===== config.mk =====
export PLATFORM = sky130hd
export DESIGN_NAME = stage_memory_bus
export DESIGN_NICKNAME = d
export VERILOG_FILES = /design/src/rtl/stage_memory_bus.sv
export SDC_FILE = /design/constraint.sdc
export NUM_CORES = 1
export LEC_CHECK = 0
export BUFFER_PORTS_ARGS = -buffer_cell sky130_fd_sc_hd__buf_2
export CORE_UTILIZATION = 50
export DETAILED_ROUTE_END_ITERATION = 10
export MAX_ROUTING_LAYER = met4
export PLACE_DENSITY_LB_ADDON = 0.12
export SETUP_SLACK_MARGIN = 0.3
export SLEW_MARGIN = 0
export SYNTH_ARGS = -nofsm -noshare
export SYNTH_HDL_FRONTEND = slang
export SYNTH_SLANG_ARGS = --single-unit

===== constraint.sdc =====
create_clock -name i_Clock -period 5.4 [get_ports i_Clock]
set_clock_uncertainty 0.2 [all_clocks]
set_input_delay 1.08 -clock i_Clock [delete_from_list [all_inputs] [get_ports i_Clock]]
set_output_delay 1.08 -clock i_Clock [all_outputs]
set_load 0.02 [all_outputs]

===== src/rtl/stage_memory_bus.sv =====
// Pipeline memory stage: request/response data-bus master with
// load alignment/extension, store lane placement and bus timeout.
module stage_memory_bus #(
    parameter int XLEN            = 32,
    parameter int REGID_WIDTH     = 5,
    parameter int TIMEOUT_CYCLES  = 255,
    parameter int TRAP_MISALIGNED = 1
) (
    input  logic                   i_Clock,
    input  logic                   i_Reset_n,
    input  logic                   i_Valid,
    input  logic                   i_MemRead,
    input  logic                   i_MemWrite,
    input  logic [2:0]             i_MemMode,
    input  logic                   i_RegWrite,
    input  logic [REGID_WIDTH-1:0] i_rd,
    input  logic [XLEN-1:0]        i_AluOutput,
    input  logic [XLEN-1:0]        i_rs2Value,
    output logic                   o_Stall,
    output logic                   o_BusReq,
    output logic                   o_BusWe,
    output logic [XLEN-1:0]        o_BusAddr,
    output logic [XLEN-1:0]        o_BusWData,
    output logic [XLEN/8-1:0]      o_BusByteEn,
    input  logic                   i_BusReady,
    input  logic                   i_BusRspValid,
    input  logic [XLEN-1:0]        i_BusRData,
    output logic                   o_Valid,
    output logic                   o_RegWrite,
    output logic [REGID_WIDTH-1:0] o_rd,
    output logic [XLEN-1:0]        o_AluOutput,
    output logic [XLEN-1:0]        o_MemoryValue,
    output logic                   o_MisalignedAccess,
    output logic                   o_BusError
);
    localparam int NB = XLEN / 8;
    localparam int LB = $clog2(NB);
    localparam int CW = (TIMEOUT_CYCLES < 2) ? 1 : $clog2(TIMEOUT_CYCLES + 1);
    localparam logic [CW-1:0] TO_LAST =
        CW'((TIMEOUT_CYCLES > 0) ? TIMEOUT_CYCLES - 1 : 0);

    typedef enum logic [1:0] {IDLE, REQ, RSP} state_t;

    state_t          state;
    logic [CW-1:0]   cnt;
    logic [LB-1:0]   off;
    logic            mem_op;
    logic            misaligned;
    logic            trap;
    logic            issue;
    logic            bus_done;
    logic            timeout;
    logic            in_req;
    logic [NB-1:0]   be_base;
    logic [XLEN-1:0] lane;
    logic [XLEN-1:0] load_val;

    always_comb begin
        off    = i_AluOutput[LB-1:0];
        mem_op = i_MemRead | i_MemWrite;
        misaligned = 1'b0;
        unique case (i_MemMode)
            3'b000, 3'b100: misaligned = 1'b0;
            3'b001, 3'b101: misaligned = i_AluOutput[0];
            3'b010:         misaligned = |i_AluOutput[1:0];
            3'b110:         misaligned = (XLEN == 32) || (|i_AluOutput[1:0]);
            3'b011:         misaligned = (XLEN == 32) || (|i_AluOutput[2:0]);
            default:        misaligned = 1'b1;
        endcase
        trap  = misaligned && (TRAP_MISALIGNED != 0);
        issue = (state == IDLE) && i_Valid && mem_op && !trap;
        bus_done = ((state == REQ) && i_BusReady && i_BusRspValid) ||
                   ((state == RSP) && i_BusRspValid);
        timeout  = (TIMEOUT_CYCLES != 0) && (state != IDLE) &&
                   !bus_done && (cnt == TO_LAST);
        // Reset gating keeps the stall low while the FSM is held in reset
        o_Stall = i_Reset_n &&
                  (issue || ((state != IDLE) && !bus_done && !timeout));
    end

    always_comb begin
        be_base = '0;
        unique case (i_MemMode[1:0])
            2'b00:   be_base = NB'(1);
            2'b01:   be_base = NB'(3);
            2'b10:   be_base = NB'(15);
            default: be_base = NB'(8'hFF);
        endcase
        in_req      = (state == REQ);
        o_BusReq    = in_req;
        o_BusWe     = in_req && i_MemWrite;
        o_BusAddr   = in_req ? {i_AluOutput[XLEN-1:LB], LB'(0)} : '0;
        o_BusByteEn = in_req ? (be_base << off) : '0;
        o_BusWData  = in_req ? (i_rs2Value << {off, 3'b000}) : '0;
    end

    always_comb begin
        lane     = i_BusRData >> {off, 3'b000};
        load_val = lane;
        unique case (i_MemMode)
            3'b000:  load_val = XLEN'($signed(lane[7:0]));
            3'b001:  load_val = XLEN'($signed(lane[15:0]));
            3'b010:  load_val = XLEN'($signed(lane[31:0]));
            3'b100:  load_val = XLEN'(lane[7:0]);
            3'b101:  load_val = XLEN'(lane[15:0]);
            3'b110:  load_val = XLEN'(lane[31:0]);
            default: load_val = lane;
        endcase
    end

    always_ff @(posedge i_Clock or negedge i_Reset_n) begin
        if (!i_Reset_n) begin
            state              <= IDLE;
            cnt                <= '0;
            o_Valid            <= 1'b0;
            o_RegWrite         <= 1'b0;
            o_rd               <= '0;
            o_AluOutput        <= '0;
            o_MemoryValue      <= '0;
            o_MisalignedAccess <= 1'b0;
            o_BusError         <= 1'b0;
        end else begin
            o_Valid            <= 1'b0;
            o_RegWrite         <= 1'b0;
            o_MisalignedAccess <= 1'b0;
            o_BusError         <= 1'b0;
            unique case (state)
                IDLE: begin
                    cnt <= '0;
                    if (i_Valid && !mem_op) begin
                        o_Valid       <= 1'b1;
                        o_RegWrite    <= i_RegWrite;
                        o_rd          <= i_rd;
                        o_AluOutput   <= i_AluOutput;
                        o_MemoryValue <= '0;
                    end else if (i_Valid && trap) begin
                        o_Valid            <= 1'b1;
                        o_MisalignedAccess <= 1'b1;
                        o_rd               <= i_rd;
                        o_AluOutput        <= i_AluOutput;
                        o_MemoryValue      <= '0;
                    end else if (issue) begin
                        state <= REQ;
                    end
                end
                REQ, RSP: begin
                    if (bus_done) begin
                        state              <= IDLE;
                        cnt                <= '0;
                        o_Valid            <= 1'b1;
                        o_RegWrite         <= i_RegWrite && !i_MemWrite;
                        o_rd               <= i_rd;
                        o_AluOutput        <= i_AluOutput;
                        o_MemoryValue      <= i_MemWrite ? '0 : load_val;
                        o_MisalignedAccess <= misaligned;
                    end else if (timeout) begin
                        state              <= IDLE;
                        cnt                <= '0;
                        o_Valid            <= 1'b1;
                        o_BusError         <= 1'b1;
                        o_rd               <= i_rd;
                        o_AluOutput        <= i_AluOutput;
                        o_MemoryValue      <= '0;
                        o_MisalignedAccess <= misaligned;
                    end else if ((state == REQ) && i_BusReady) begin
                        state <= RSP;
                        cnt   <= '0;
                    end else begin
                        cnt <= cnt + 1'b1;
                    end
                end
                default: state <= IDLE;
            endcase
        end
    end
endmodule


==> results by group <==
Outcome
  • Run status: complete, no violations

Synth
  • Synth Register Bits: 83
  • Syn Std Cell Area: 5010 µm²
  • Post-synth EDFFs: 0
  • Synth area leader: dfrtp_1
  • Top_reg_cell synth: dfrtp_1
  • Synth warnings: 0
  • Mapped Avg Cell Area: 10.0 µm²
  • Area fraction of the dominant cell type after synthesis: 41.5%
  • Synth unique cells: 47
  • Synth area leaders: dfrtp_1, mux2_2, mux2i_1
  • Fraction of registers with async set/reset: 100%
  • Post-Syn Instances: 500
  • Seq/Total Area, Yosys: 41.5%

Clock network
  • H-Tree Level Count: 3
  • Worst-path clk slew: 80 ps
  • Clock net sink count: 83
  • Root Driver: clkbuf_8
  • CTS tree: built
  • Inserted Clock Buffers: 9
  • Hold Buf Count CTS: 0
  • Clock Latency Late Sink: 350 ps
  • Worst-case clock buffer depth: 2
  • Post-CTS resize count: 0
  • Postcts setup bufs: 0

Global route
  • First-pass GRT wire length: 21.6 mm
  • Largest net degree at the start of global routing: 69
  • Number of global-route vias before repair: 4330
  • GRT overflow: 0
  • Initial antenna violation count: 0
  • All-layer global routing usage: 27.8%

Timing
  • Final setup TNS: 0 ps
  • Tcrit/Tclk final: 79.3%
  • Final setup margin: 1120 ps
  • Slew Viols, Final: 0
  • FMAX: 0.233 GHz
  • Rel. slew slack: 21.8%
  • Tightest Pin Transition: 1170 ps
  • Shortest period the worst path allows: 4280 ps
  • Finish-stage setup viols: 0
  • Hold Fails Final Rpt: 0
  • RSZ-0062 raised after global routing: no

Place
  • HPWL after DPL: 10.8 mm
  • Post-Place Setup Slack: 1150 ps
  • Buffers added on ports: 253
  • Final Wtd Congestion: 0.919

Setup path
  • WP data required: 4120 ps
  • Top cell by count, worst path: buf_2
  • Worst R2R Setup Slack: 1880 ps
  • Reg2Reg Depth: 9
  • Setup crit start kind: input port
  • Largest delay contributor family on the critical path: simple AND/OR/NAND/NOR gates
  • Critical path class: input port to output pin
  • Number of cells on the critical path: 6
  • Critical-path cell list: buf_2, nor2b_1, nand2_1, o21ai_0, and2_1, buf_2
  • Critical path's largest stage delay: 1010 ps
  • Slowest cell on crit path: nor2b_1
  • Crit path arrival time: 3000 ps
  • CP Capture Type: output pin
  • CP Buf/Inv Count: 2
  • Worst-path maximum fanout: 35

Detailed routing
  • Drt drc: 0
  • Routed wire per std cell: 16.3 µm
  • DR vias: 4642
  • Vias/cell: 5.35
  • Drt initial violations: 135
  • Antenna Nets Post-Route: 0
  • Detailed Routing Iterations Pass 1: 4
  • Routed wire length: 14.1 mm

Floorplan
  • Rows: 36
  • Initial Util: 51.5%
  • Vert. Die Dim: 102 µm
  • Ports: 256
  • Core outline area: 9730 µm²
  • Die area: 10400 µm²
  • Width of the die: 102 µm

Finish
  • N_diodes: 0
  • Layout cell share with drive strength beyond 1: 45.9%
  • Synthesis-to-finish area growth: 30.2%
  • # nets final: 849

Min path
  • Hold Path Depth: 1
  • Worst hold path class: flip-flop to flip-flop

Pwr
  • Worst IR Drop VDD: 274 µV
  • PwrDens: 503 nW/µm²
  • Leak Pwr: 3.51 nW

Run
  • Number of max-cap violations: 0
[routing by layer]
metal  wire, µm  global-route usage (%)
met5          0                       -
met4        249                    8.79
met3        842                    4.58
met2       7280                    48.1
met1       5760                    33.0
[stage by stage]
stage	instance area [µm²]	total power, mW	instances	utilization, %	hold WS, ps
after global placement	6290	2.74	852	64.6	282
after floorplan	5010	2.26	501	-	297
after detailed placement	6290	2.79	852	64.6	288
after CTS	6520	3.30	868	67.0	307
final	6520	3.28	868	67.0	304
after global routing	6520	3.49	868	67.0	312
[flip-flops by register name (all words and copies together), names as in the netlist]
signal	flops
o_MemoryValue	32
cnt	8
o_RegWrite	1
o_rd	5
o_MisalignedAccess	1
o_AluOutput	32
o_Valid	1
o_BusError	1
state	2
[layout by cell type (no fill, tap or decap), types with 4 or more instances in the layout]
master    synthesis  layout
o211a_1           8       8
nand2_1          42      42
dfrtp_1          83      83
mux2_2           49      49
o21ai_0          29      29
clkbuf_8          0      10
buf_4             3       8
nor2_1           28      28
a211oi_1         21      21
a21oi_1           7       7
nand2b_1          4       4
and2_1           49      49
nor3_1            4       4
nor2b_1          10      10
mux2_4            5       5
o31ai_1          12      12
nand3b_1          4       4
ha_1              7       7
a22o_1           16      16
inv_1             8       8
nand3_1          10      10
buf_2            13     252
mux2i_1          34      34
[where the power goes]
group	switching (mW)	total, mW	internal (mW)
Sequential	0.101	0.930	0.829
Clock	0.237	0.515	0.277
Combinational	1.10	1.83	0.729
[Yosys cell counts (5+ instances only)]
cell type	count
clkbuf_1	17
nand3_1	10
ha_1	7
mux2_4	5
o31ai_1	12
a21oi_1	7
o21ai_0	29
buf_1	5
buf_2	13
a211oi_1	21
and2_1	49
o211a_1	8
mux2_2	49
dfrtp_1	83
inv_1	8
a22o_1	16
nor2_1	28
mux2i_1	34
nand2_1	42
nor2b_1	10
[final timing paths]
kind | start | to
worst min-delay path | o_AluOutput[5] | o_AluOutput[5]
worst max register to register | state[1] | o_AluOutput[11]
max in group asynchronous | i_Reset_n | o_AluOutput[5]
min in group asynchronous | i_Reset_n | cnt[5]
worst min register to register | o_AluOutput[5] | o_AluOutput[5]
worst max-delay path | i_AluOutput[0] | o_BusWData[22]
[cell families (layout without fill, tap and decap cells)]
logic type               count (synthesis)  after routing  synth area share, %
AND/OR/NAND/NOR                        160            160                 16.9
buffers and inverters                   50            284                 4.77
other                                    1              2               0.0749
multiplexers                            88             88                 19.3
AO/OA/AOI/OAI                          111            111                 15.7
adder cells (fa/ha/maj)                  7              7                 1.75
flip-flops                              83             83                 41.5
[area by class of cell]
cell class / count / area, µm²
Sequential cell: 83 / 2080
Clock inverter: 6 / 93.8
Fill cell: 839 / 3210
Multi-Input combinational cell: 368 / 2700
Inverter: 8 / 30.0
Timing Repair Buffer: 260 / 1320
Clock buffer: 10 / 138
Tap cell: 133 / 166
No activity file was read; power rests on OpenSTA's default activity.
